File: config.mk
export PLATFORM = sky130hd
export DESIGN_NAME = product_accumulator
export DESIGN_NICKNAME = d
export VERILOG_FILES = /design/src/rtl/product_acc_pkg.sv /design/src/rtl/acc_saturate.sv /design/src/rtl/product_accumulator.sv
export SDC_FILE = /design/constraint.sdc
export NUM_CORES = 1
export LEC_CHECK = 0
export ABC_AREA = 1
export BUFFER_PORTS_ARGS = -buffer_cell sky130_fd_sc_hd__buf_2
export CORE_UTILIZATION = 60
export DETAILED_ROUTE_END_ITERATION = 6
export PLACE_DENSITY = 0.83
export SLEW_MARGIN = 15
export SYNTH_ARGS = -nofsm -noshare
export SYNTH_HDL_FRONTEND = slang
export SYNTH_HIERARCHICAL = 1
export SYNTH_SLANG_ARGS = --single-unit
File: constraint.sdc
create_clock -name clk -period 3.24 [get_ports clk]
set_input_delay 0.648 -clock clk [delete_from_list [all_inputs] [get_ports clk]]
set_output_delay 0.648 -clock clk [all_outputs]
set_load 0.005 [all_outputs]
File: src/rtl/product_acc_pkg.sv
// Shared widths and FSM encoding for the product accumulator.
package product_acc_pkg;

  localparam int PROD_W    = 64;
  localparam int ACC_W_DEF = 72;

  typedef enum logic {
    ACCUM = 1'b0,
    HOLD  = 1'b1
  } state_t;

  function automatic logic [ACC_W_DEF-1:0] sext_prod(
    input logic [PROD_W-1:0] p
  );
    return {{(ACC_W_DEF-PROD_W){p[PROD_W-1]}}, p};
  endfunction

endpackage

File: src/rtl/acc_saturate.sv
// Narrows the wide accumulator to 64-bit signed and flags out-of-range.
// Saturates when PRODUCT_ACC_SAT_EN is defined, otherwise wraps.
module acc_saturate
  import product_acc_pkg::*;
#(
  parameter int ACC_W = ACC_W_DEF
) (
  input  logic [ACC_W-1:0]  acc,
  output logic [PROD_W-1:0] res,
  output logic              oor
);

  // In range iff every bit from the 64-bit sign bit up matches.
  logic [ACC_W-PROD_W:0] upper;

  assign upper = acc[ACC_W-1:PROD_W-1];
  assign oor   = !((&upper) || !(|upper));

`ifdef PRODUCT_ACC_SAT_EN
  always_comb begin
    res = acc[PROD_W-1:0];
    if (oor) begin
      if (acc[ACC_W-1])
        res = {1'b1, {(PROD_W-1){1'b0}}};
      else
        res = {1'b0, {(PROD_W-1){1'b1}}};
    end
  end
`else
  assign res = acc[PROD_W-1:0];
`endif

endmodule

File: src/rtl/product_accumulator.sv
// Sums TERMS signed 64-bit products and holds the result for handoff.
// Build option: PRODUCT_ACC_SAT_EN saturates acc_out instead of wrapping.
module product_accumulator
  import product_acc_pkg::*;
#(
  parameter  int TERMS = 4,
  parameter  int ACC_W = ACC_W_DEF,
  localparam int CNT_W = $clog2(TERMS + 1)
) (
  input  logic              clk,
  input  logic              reset,
  input  logic              en,
  input  logic [PROD_W-1:0] prod,
  input  logic              prod_valid,
  output logic              prod_ready,
  input  logic              clear,
  output logic [PROD_W-1:0] acc_out,
  output logic              out_valid,
  input  logic              out_ready,
  output logic              overflow,
  output logic [CNT_W-1:0]  count
);

  state_t             state;
  logic [ACC_W-1:0]   acc;
  logic [CNT_W-1:0]   cnt;
  logic               valid;
  logic [PROD_W-1:0]  narrow;
  logic               oor;
  logic [ACC_W-1:0]   prod_ext;
  logic               last;

  assign prod_ext   = {{(ACC_W-PROD_W){prod[PROD_W-1]}}, prod};
  assign last       = (cnt == CNT_W'(TERMS - 1));
  assign prod_ready = (state == ACCUM) && en;

  always_ff @(posedge clk or posedge reset) begin
    if (reset) begin
      state <= ACCUM;
      acc   <= '0;
      cnt   <= '0;
      valid <= 1'b0;
    end else if (clear) begin
      state <= ACCUM;
      acc   <= '0;
      cnt   <= '0;
      valid <= 1'b0;
    end else if (en) begin
      case (state)
        ACCUM: begin
          if (prod_valid) begin
            acc <= acc + prod_ext;
            cnt <= cnt + 1'b1;
            if (last) begin
              state <= HOLD;
              valid <= 1'b1;
            end
          end
        end
        HOLD: begin
          if (out_ready) begin
            state <= ACCUM;
            acc   <= '0;
            cnt   <= '0;
            valid <= 1'b0;
          end
        end
        default: state <= ACCUM;
      endcase
    end
  end

  acc_saturate #(
    .ACC_W (ACC_W)
  ) u_sat (
    .acc (acc),
    .res (narrow),
    .oor (oor)
  );

  // Result and flag are only meaningful while a sum is held.
  assign acc_out   = valid ? narrow : '0;
  assign overflow  = valid & oor;
  assign out_valid = valid;
  assign count     = cnt;

endmodule

# Word-level counts from Yosys, hierarchy flattened
# Cells that the tools add are included.
word_totals:
  word_cells: 44
  output_inout_bits: 70
  reg_bits: 77
classes:
  reduce_logical: 9
  n_mux: 23
  addsub: 2
  bitwise: 2
  n_eq_ne: 4
op_table:
  columns: ["cell", "count"]
  rows:
  - ["72-bit 2-to-1 mux", 4]
  - ["72-bit case mux with 2 select lines", 1]
  - ["72-bit adder", 1]
  - ["64-bit 2-to-1 mux", 1]
  - ["3-bit 2-to-1 mux", 4]
  - ["1-bit 2-to-1 mux", 10]
  - ["3-bit inequality test, second input constant", 3]
  - ["9-bit AND reduction", 1]
  - ["9-bit OR reduction", 1]
  - ["3-bit case mux with 2 select lines", 1]
  - ["1-bit case mux with 2 select lines", 2]
  - ["4-bit AND reduction", 1]
  - ["3-bit by 1-bit adder with 3-bit output, second input constant", 1]
  - ["3-bit by 2-bit equality test with 1-bit output, second input constant", 1]
  - ["3-bit AND reduction", 1]
  - ["1-bit zero test", 2]
  - ["2-bit nonzero test", 1]
  - ["1-bit bitwise AND", 1]
  - ["1-bit logical AND", 1]
  - ["1-bit logical OR", 1]
  - ["1-bit inverter", 1]

# Depth between registers and ports, before layout
# Gate-level depths: netlist of run 1.
depth:
  depth_word: 6
  ltp_mapped: 16
  ltp_nobuf: 16

# Modules after synthesis
# Netlist of run 1, hierarchy kept.
by_module_without_submodules:
  columns: ["mod", "area_per_inst_um2", "instances", "cells_per_inst"]
  rows:
  - ["product_accumulator", 9545.4, 1, 1726]
  - ["acc_saturate", 549.3, 1, 81]

# Worst setup path before layout of run 1
# OpenSTA, ideal clock, no wires.
synth_timing:
  path_kind: "input to register"
  start: "input port prod[0]"
  end: "register acc[64]"
  t_arrival_ps: 2194
  n_path_buf: 0
  stages: 14
  required_ps: 3122
  setup_ps: 118
  path_slack_ps: 928
  cell_sequence: "ha_1 -> fa_1 -> nand3_1 -> nand3_1 -> nand2_1 -> nand3_2 -> nand2_1 -> nand2_2 -> nand2_1 -> nand2_2 -> nand2_1 -> nand3b_1 -> nand3_1 -> nand2_1"
synth_via:
  elab_chain_cells: 5
synth_rtl:
  columns: ["item", "line_no", "text"]
  rows:
  - ["start: declaration", "product_accumulator.sv:13", "input logic [PROD_W-1:0] prod,"]
  - ["72-bit adder", "product_accumulator.sv:52", "acc <= acc + prod_ext;"]
  - ["72-bit 2-to-1 mux", "product_accumulator.sv:51", "if (prod_valid) begin"]
  - ["72-bit case mux with 2 select lines", "product_accumulator.sv:49", "case (state)"]
  - ["72-bit 2-to-1 mux", "product_accumulator.sv:48", "end else if (en) begin"]
  - ["72-bit 2-to-1 mux", "product_accumulator.sv:43", "end else if (clear) begin"]
  - ["end signal: assignment", "product_accumulator.sv:52", null]
  - ["end: declaration", "product_accumulator.sv:25", "logic [ACC_W-1:0] acc;"]
# No other way between the ends. The select of a mux whose other input is x is not followed.
# A chain may end at the register's enable or synchronous reset.

# Worst setup path after layout of run 1
layout_timing:
  start: "register acc[0]"
  end: "register acc[52]"
layout_via:
  elab_chain_cells: 5
layout_rtl:
  columns: ["item", "line_no"]
  rows:
  - ["72-bit adder", "product_accumulator.sv:52"]
  - ["72-bit 2-to-1 mux", "product_accumulator.sv:51"]
  - ["72-bit case mux with 2 select lines", "product_accumulator.sv:49"]
  - ["72-bit 2-to-1 mux", "product_accumulator.sv:48"]
  - ["72-bit 2-to-1 mux", "product_accumulator.sv:43"]
# No other way between the ends. The select of a mux whose other input is x is not followed.

==> run summary, run 1 <==
POWER AND IR DROP
--------------------------------------------------------------------------------
Cell area power density                                               439 nW/um2
Switching Share                                                            48.3%
Peak supply drop                                                        0.290 mV
Clk network pwr share                                                      22.8%
Static Leak                                                              6.78 nW
Internal power of the cells                                              2.47 mW
Sequential power share                                                     26.6%
Switching power of the nets                                              2.31 mW
Logic gate share of total power                                            50.6%

SYNTH
--------------------------------------------------------------------------------
Post-synthesis cell area                                               10100 um2
Synthesized instance count                                                  1807
Fraction of synthesized cell area taken by the top area cell type          26.0%
Largest area contributor in the synthesized netlist                 sky130_fd_sc_hd__nand2_1
Register bit count reported by yosys                                          77
Number of nets produced by synthesis                                        1951
Synth warnings                                                                 6
Post-synthesis sequential area ratio                                       19.1%
Synth top area cells                                                sky130_fd_sc_hd__nand2_1, sky130_fd_sc_hd__dfrtp_1, sky130_fd_sc_hd__inv_1
Mean post-synth cell area                                               5.59 um2
Distinct cells, synth                                                         37

LAYOUT
--------------------------------------------------------------------------------
Number of nets in the final layout                                          2022
Non-filler instance count after layout                                      2103
Highest-count cells in the layout ignoring fill and taps            sky130_fd_sc_hd__nand2_1, sky130_fd_sc_hd__inv_1, sky130_fd_sc_hd__buf_2, sky130_fd_sc_hd__nor2_1, sky130_fd_sc_hd__a21oi_1
Total inserted antenna cells                                                   0
Leading cell type in the layout, fill and taps excluded             sky130_fd_sc_hd__nand2_1
Share of layout cells above drive strength 1                               14.8%
Area added between synthesis and finish                                    7.82%

GRT
--------------------------------------------------------------------------------
Number of antenna violations at the first check in global routing              0
Wire length of the first global-routing pass                            51400 um
Final global-route overflow total                                              0
Via count of the first global-routing pass                                  9744
Overall fraction of global-route tracks in use                             37.8%
Maximum number of pins on one net before global-route repair                  78

FLOORPLANNING
--------------------------------------------------------------------------------
Floorplan core area                                                    16500 um2
Initial standard-cell utilization of the core                              61.1%
Die ar.                                                                17300 um2
Die Y                                                                     132 um
Overall die width                                                         132 um
Number of placed I/O pins                                                    140
Row Count                                                                     47

CRITICAL PATH
--------------------------------------------------------------------------------
Critical path startpoint                                                  acc[0]
Arr. time, crit path                                                     2890 ps
Startpoint of the lowest-slack register-to-register path                  acc[0]
Category of the critical setup timing path                          flip-flop to flip-flop
Startpoint kind of the worst setup timing path                         flip-flop
Sort of element at the end of the critical path                        flip-flop
Critical-path maximum fanout                                                   5
Critical path data required time                                         3530 ps
Register-to-Register Path Depth                                               13

MIN PATH
--------------------------------------------------------------------------------
Path class of the lowest-slack min-delay path                       input port to async pin

STA
--------------------------------------------------------------------------------
Tightest Pin Transition                                                   792 ps
Max Slew Vio Count                                                             0
Upper clock frequency limit                                            0.386 GHz
Final period utilization                                                   80.0%
Post-route setup TNS                                                        0 ps
Fin crit period                                                          2590 ps
Final hold violation count                                                     0
Number of endpoints failing setup at the final stage                           0
Setup repair after global routing missed its margin                           no
Worst relative slew slack                                                  47.1%
Final setup skew                                                         7.84 ps

CTS
--------------------------------------------------------------------------------
Number of post-CTS setup repair buffers                                        0
Clock insertion delay at the later pin of the skew report                 350 ps
TritonCTS clock tree                                                        done
Cts repair resizes                                                             0
Clk sink count                                                                77
Deepest clock path buffer count                                                2
Root Driver                                                         sky130_fd_sc_hd__clkbuf_16
Inserted Clock Buffers                                                         9
Number of H-tree levels                                                        3
Clk pin slew, worst setup/hold paths                                       70 ps
Post-CTS Hold Fix Bufs                                                         0

PLACED DESIGN
--------------------------------------------------------------------------------
DP Wirelength                                                           26000 um
Number of cells after detailed placement                                    2087
Final weighted congestion in routability-driven placement                  0.995
Count of input and output buffers                                            139

JOB
--------------------------------------------------------------------------------
Max-cap viol count                                                             0

DETAILED ROUTING
--------------------------------------------------------------------------------
DRC viols                                                                      0
Iter 0 DRT Violations                                                       1008
Via count                                                                  11100
Detailed-router iteration count before antenna repair                          5
Routed WL per cell                                                       15.5 um
Antenna-violating nets left                                                    0
Vias per cell                                                               5.28
Detailed Route WL                                                       32600 um

OUTCOME
--------------------------------------------------------------------------------
Result of the run                                                   finished, final reports clean

==> area by class of cell <==
type / count / area (um2)
multi-input combinational: 1288 / 6260
fill: 1633 / 5640
sequential: 77 / 1930
inverter: 356 / 1340
timing repair buffer: 146 / 786
tap: 220 / 275
clock buffer: 11 / 233
clock inverter: 5 / 62.6
==> sequential cells by signal, summed over array words and instances (netlist names) <==
register and flops:
state 1, out_valid 1, count 3, acc 72
==> through the flow <==
step	power (mW)	util, %	hold slack (ps)	setup slack, ps	instance area [um2]
global placement	3.58	64.1	491	379	10600
global route	5.08	65.9	416	472	10900
CTS	4.70	65.9	405	688	10900
detailed placement	3.62	64.1	501	325	10600
floorplan	3.07	-	476	625	10100
finish	4.78	65.9	346	647	10900
==> worst paths after layout <==
path / end / slack [ps]
worst max-delay path: acc[52] / 650
worst min-delay path: acc[49] / 350
worst max register to register: acc[52] / 650
worst min register to register: acc[27] / 510
max in group asynchronous: acc[58] / 2430
min in group clk: acc[27] / 510
==> metal layers <==
layer / GRT usage (%) / part of all wire (%)
met1: 58.4 / 48
met2: 53.4 / 40
met3: 5.79 / 10
met4: 11.5 / 2.1
met5: 0 / 0
==> power by group through the flow <==
stage	sequential [mW]	combinational (mW)	clock (mW)
2_1_floorplan	1.23	1.85	0
3_3_place_gp	1.28	2.30	0
3_5_place_dp	1.28	2.33	0
4_1_cts	1.27	2.34	1.08
5_1_grt	1.29	2.68	1.11
6_report	1.27	2.42	1.09
==> critical path, cell delays in order, from the launching register on <==
cell and delay [ps]:
sky130_fd_sc_hd__dfrtp_1 400, sky130_fd_sc_hd__ha_1 240, sky130_fd_sc_hd__fa_1 450, sky130_fd_sc_hd__nand3_1 110, sky130_fd_sc_hd__nand3_1 200, sky130_fd_sc_hd__nand4_1 180
sky130_fd_sc_hd__nand3_2 180, sky130_fd_sc_hd__nand2_1 100, sky130_fd_sc_hd__nand2_1 180, sky130_fd_sc_hd__nand2_1 170, sky130_fd_sc_hd__nand2_1 60, sky130_fd_sc_hd__nand2_1 50
sky130_fd_sc_hd__nand3_1 100, sky130_fd_sc_hd__nand2_1 110
==> cell families (layout without fill, tap and decap cells) <==
| kind of cell | after synthesis | count (layout) | share of synthesized area [%] |
|---|---|---|---|
| compound gates | 198 | 198 | 10.5 |
| xor+xnor | 2 | 2 | 0.174 |
| fa+ha+maj | 74 | 74 | 9.25 |
| buf+inv | 442 | 518 | 18.9 |
| flops | 77 | 77 | 19.1 |
| simple gates | 1014 | 1014 | 42.1 |
==> Yosys cell counts, drive strengths merged <==
cell type	n
fa	1
o21bai	6
inv	354
nor4	10
nand3	85
nand4	4
a31o	2
nor2	161
a21o	1
nand2	731
xor2	1
nand3b	2
o22ai	2
a21boi	2
or2	5
o31ai	1
o21ai	73
clkinv	2
clkbuf	13
dfrtp	77
ha	73
a32o	4
nor3	16
a21oi	104
buf	73
a22o	3
xnor2	1
No activity file was read; power rests on OpenSTA's default activity.
==> run 2, diff against run 1 <==
--- a/config.mk
+++ b/config.mk
@@ -7,9 +7,9 @@
 export LEC_CHECK = 0
 export ABC_AREA = 1
 export BUFFER_PORTS_ARGS = -buffer_cell sky130_fd_sc_hd__buf_2
-export CORE_UTILIZATION = 60
+export CORE_UTILIZATION = 54
 export DETAILED_ROUTE_END_ITERATION = 6
-export PLACE_DENSITY = 0.83
+export PLACE_DENSITY = 0.79
 export SLEW_MARGIN = 15
 export SYNTH_ARGS = -nofsm -noshare
 export SYNTH_HDL_FRONTEND = slang
==> constraint.sdc (replaced) <==
create_clock -name clk -period 2.1 [get_ports clk]
set_input_delay 0.42 -clock clk [delete_from_list [all_inputs] [get_ports clk]]
set_output_delay 0.42 -clock clk [all_outputs]
set_load 0.005 [all_outputs]
==> run 2 against run 1 <==
  * The run now ends with design-rule violations, negative setup slack left
  * First-iteration DRC count is 66% higher
  * Utilization increased by 18 points
  * Register-to-register slack got worse by 1300 ps
  * Final cell count increased by 14%
  * Critical path depth is 1 lower
  * Non-clock buffer count rose by 293
  * Clock skew rose by 8.0 ps
  * Sequential power is 56% higher
  * Combinational power grew to 2.8 times the previous value
  * Via count up 24%
  * Largest cell class unchanged
==> run summary, run 2 (synthesis gave the netlist of run 1 again) <==
CRITICAL PATH
----------------------------------------------------------------------------------
Startpoint kind of the worst setup timing path                           flip-flop   unchanged
Critical-path maximum fanout                                                     4   was 5
Critical path data required time                                           2360 ps   was 3530 ps
Register-to-Register Path Depth                                                 12   was 13
Category of the critical setup timing path                            flip-flop to flip-flop   unchanged
Sort of element at the end of the critical path                          flip-flop   unchanged
Arr. time, crit path                                                       3000 ps   was 2890 ps
Slack of the worst reg-to-reg path                                         -630 ps   was 650 ps

PLACED DESIGN
----------------------------------------------------------------------------------
DP Wirelength                                                             28700 um   was 26000 um
Count of input and output buffers                                              139   unchanged
Final weighted congestion in routability-driven placement                     1.05   was 0.995
Post-placement worst setup slack                                           -492 ps   was 325 ps

POWER AND IR DROP
----------------------------------------------------------------------------------
Sequential power share                                                       19.3%   was 26.6%
Static Leak                                                                8.88 nW   was 6.78 nW
Cell area power density                                                 672 nW/um2   was 439 nW/um2
Clk network pwr share                                                        15.6%   was 22.8%
Switching power of the nets                                                4.90 mW   was 2.31 mW
Switching Share                                                              47.7%   was 48.3%
Internal power of the cells                                                5.37 mW   was 2.47 mW
Logic gate share of total power                                              65.1%   was 50.6%
Peak supply drop                                                          0.514 mV   was 0.290 mV

GRT
----------------------------------------------------------------------------------
Overall fraction of global-route tracks in use                               38.9%   was 37.8%
Final global-route overflow total                                                0   unchanged
Maximum number of pins on one net before global-route repair                    78   unchanged
Via count of the first global-routing pass                                   11500   was 9744
Wire length of the first global-routing pass                              59000 um   was 51400 um
Number of antenna violations at the first check in global routing                1   was 0

STA
----------------------------------------------------------------------------------
Final setup skew                                                           15.9 ps   was 7.84 ps
Post-route setup TNS                                                      -7900 ps   was 0 ps
Fin crit period                                                            2730 ps   was 2590 ps
Fin worst setup slack                                                      -631 ps   was 647 ps
Upper clock frequency limit                                              0.366 GHz   was 0.386 GHz
Number of endpoints failing setup at the final stage                            46   was 0
Worst relative slew slack                                                    35.9%   was 47.1%
Max Slew Vio Count                                                               0   unchanged
Final hold violation count                                                       0   unchanged
Minimum hold slack                                                          151 ps   was 346 ps
Setup repair after global routing missed its margin                            yes   was no
Tightest Pin Transition                                                     952 ps   was 792 ps
Final period utilization                                                      130%   was 80.0%

LAYOUT
----------------------------------------------------------------------------------
Total inserted antenna cells                                                     0   unchanged
Flip-flop count of the largest register, all copies and words added             72   unchanged
Area added between synthesis and finish                                      51.5%   was 7.82%
Share of layout cells above drive strength 1                                 42.0%   was 14.8%
Number of fill cells in the layout                                            1159   was 1633
Number of nets in the final layout                                            2315   was 2022
Register with the most flip-flops                                              acc   unchanged
Leading cell type in the layout, fill and taps excluded               sky130_fd_sc_hd__nand2_1   unchanged
Highest-count cells in the layout ignoring fill and taps              sky130_fd_sc_hd__nand2_1, sky130_fd_sc_hd__inv_1, sky130_fd_sc_hd__buf_4, sky130_fd_sc_hd__buf_2, sky130_fd_sc_hd__nand2_2   was sky130_fd_sc_hd__nand2_1, sky130_fd_sc_hd__inv_1, sky130_fd_sc_hd__buf_2, sky130_fd_sc_hd__nor2_1, sky130_fd_sc_hd__a21oi_1

FLOORPLANNING
----------------------------------------------------------------------------------
Number of placed I/O pins                                                      140   unchanged
Overall die width                                                           139 um   was 132 um
Row Count                                                                       49   was 47
Die Y                                                                       139 um   was 132 um
Floorplan core area                                                      18100 um2   was 16500 um2
Die ar.                                                                  19200 um2   was 17300 um2
Initial standard-cell utilization of the core                                55.6%   was 61.1%

CTS
----------------------------------------------------------------------------------
Root Driver                                                           sky130_fd_sc_hd__clkbuf_16   unchanged
Clk pin slew, worst setup/hold paths                                         70 ps   about the same
Deepest clock path buffer count                                                  2   unchanged
Inserted Clock Buffers                                                           9   unchanged
Post-CTS Hold Fix Bufs                                                           0   unchanged
TritonCTS clock tree                                                          done   unchanged
Clock insertion delay at the later pin of the skew report                   380 ps   was 350 ps
Number of H-tree levels                                                          3   unchanged
Clk sink count                                                                  77   unchanged

DETAILED ROUTING
----------------------------------------------------------------------------------
Detailed Route WL                                                         45700 um   was 32600 um
Iter 0 DRT Violations                                                         1676   was 1008
Detailed-router iteration count before antenna repair                            7   was 5
Antenna-violating nets left                                                      0   unchanged
DRC viols                                                                       18   was 0
Routed WL per cell                                                         19.0 um   was 15.5 um
Vias per cell                                                                 5.74   was 5.28
Via count                                                                    13800   was 11100

MIN PATH
----------------------------------------------------------------------------------
Path class of the lowest-slack min-delay path                         input port to async pin   unchanged

JOB
----------------------------------------------------------------------------------
Max-cap viol count                                                               0   unchanged

OUTCOME
----------------------------------------------------------------------------------
Result of the run                                                     finished with violations   was finished, final reports clean
Violated checks                                                       design-rule violations, negative setup slack

run 2: cell count changes in the layout (fill, tap and decap cells not counted), sizes merged:
cell | before | now
clkinvlp | 2 | 3
bufinv | 1 | 0
buf | 146 | 439
run 2: cell type report:
class                           count  area, um2  share of cell area [%]
Multi-Input combinational cell   1288       8360                    54.7
Tap cell                          229        287                    1.87
Timing Repair Buffer              439       3090                    20.2
Sequential cell                    77       1930                    12.6
Clock buffer                       11        233                    1.52
Clock inverter                      5       37.5                   0.245
Inverter                          356       1350                    8.83
run 2: worst paths after layout:
path                       startpoint      end
max in group asynchronous       reset  acc[61]
min in group clk             prod[22]  acc[22]
setup / recovery              acc[42]  acc[48]
setup reg to reg              acc[42]  acc[48]
hold reg to reg               acc[69]  acc[69]
hold / removal                  reset  acc[49]
run 2: through the flow:
stage	area, um2	std cells	power (mW)	util [%]
final	15300	2405	10.3	84.3
after global routing	15300	2405	10.7	84.3
after CTS	13600	2379	8.72	74.8
after detailed placement	12500	2352	6.72	69.0
after global placement	12500	2352	6.63	69.0
after floorplan	10100	1807	4.74	-
run 2: worst max-delay path, cell delays in order (launching register included):
cell                      delay [ps]
sky130_fd_sc_hd__dfrtp_1         410
sky130_fd_sc_hd__ha_1            340
sky130_fd_sc_hd__nand2_1         150
sky130_fd_sc_hd__o21ai_0         790
sky130_fd_sc_hd__nand2_1         220
sky130_fd_sc_hd__nand2_1         180
sky130_fd_sc_hd__inv_1            50
sky130_fd_sc_hd__nand2_1         150
sky130_fd_sc_hd__inv_1            80
sky130_fd_sc_hd__nand2_1          70
sky130_fd_sc_hd__nand2_1          50
sky130_fd_sc_hd__nand3_1          70
sky130_fd_sc_hd__nand2_1          60
run 2: power groups by stage:
stage          sequential [mW]  combinational [mW]  clock (mW)
6_report                  1.98                6.69        1.60
5_1_grt                   2.00                7.07        1.63
4_1_cts                   1.92                5.23        1.57
3_5_place_dp              1.90                4.81           0
3_3_place_gp              1.89                4.74           0
2_1_floorplan             1.89                2.85           0
run 2: routing by layer:
layer  vias up  GRT usage [%]  wire length, um
met2      1087           58.2            19600
met4         2           13.6             2840
met1      6232           56.9            17500
met5         -              0               12
li1       6189              -                -
met3       288           5.35             5740
run 2: repair_timing:
item	in CTS	in global routing
pin swaps	22	106
setup buffers	11	27
resized for setup	133	372
setup endpoints to repair	54	57
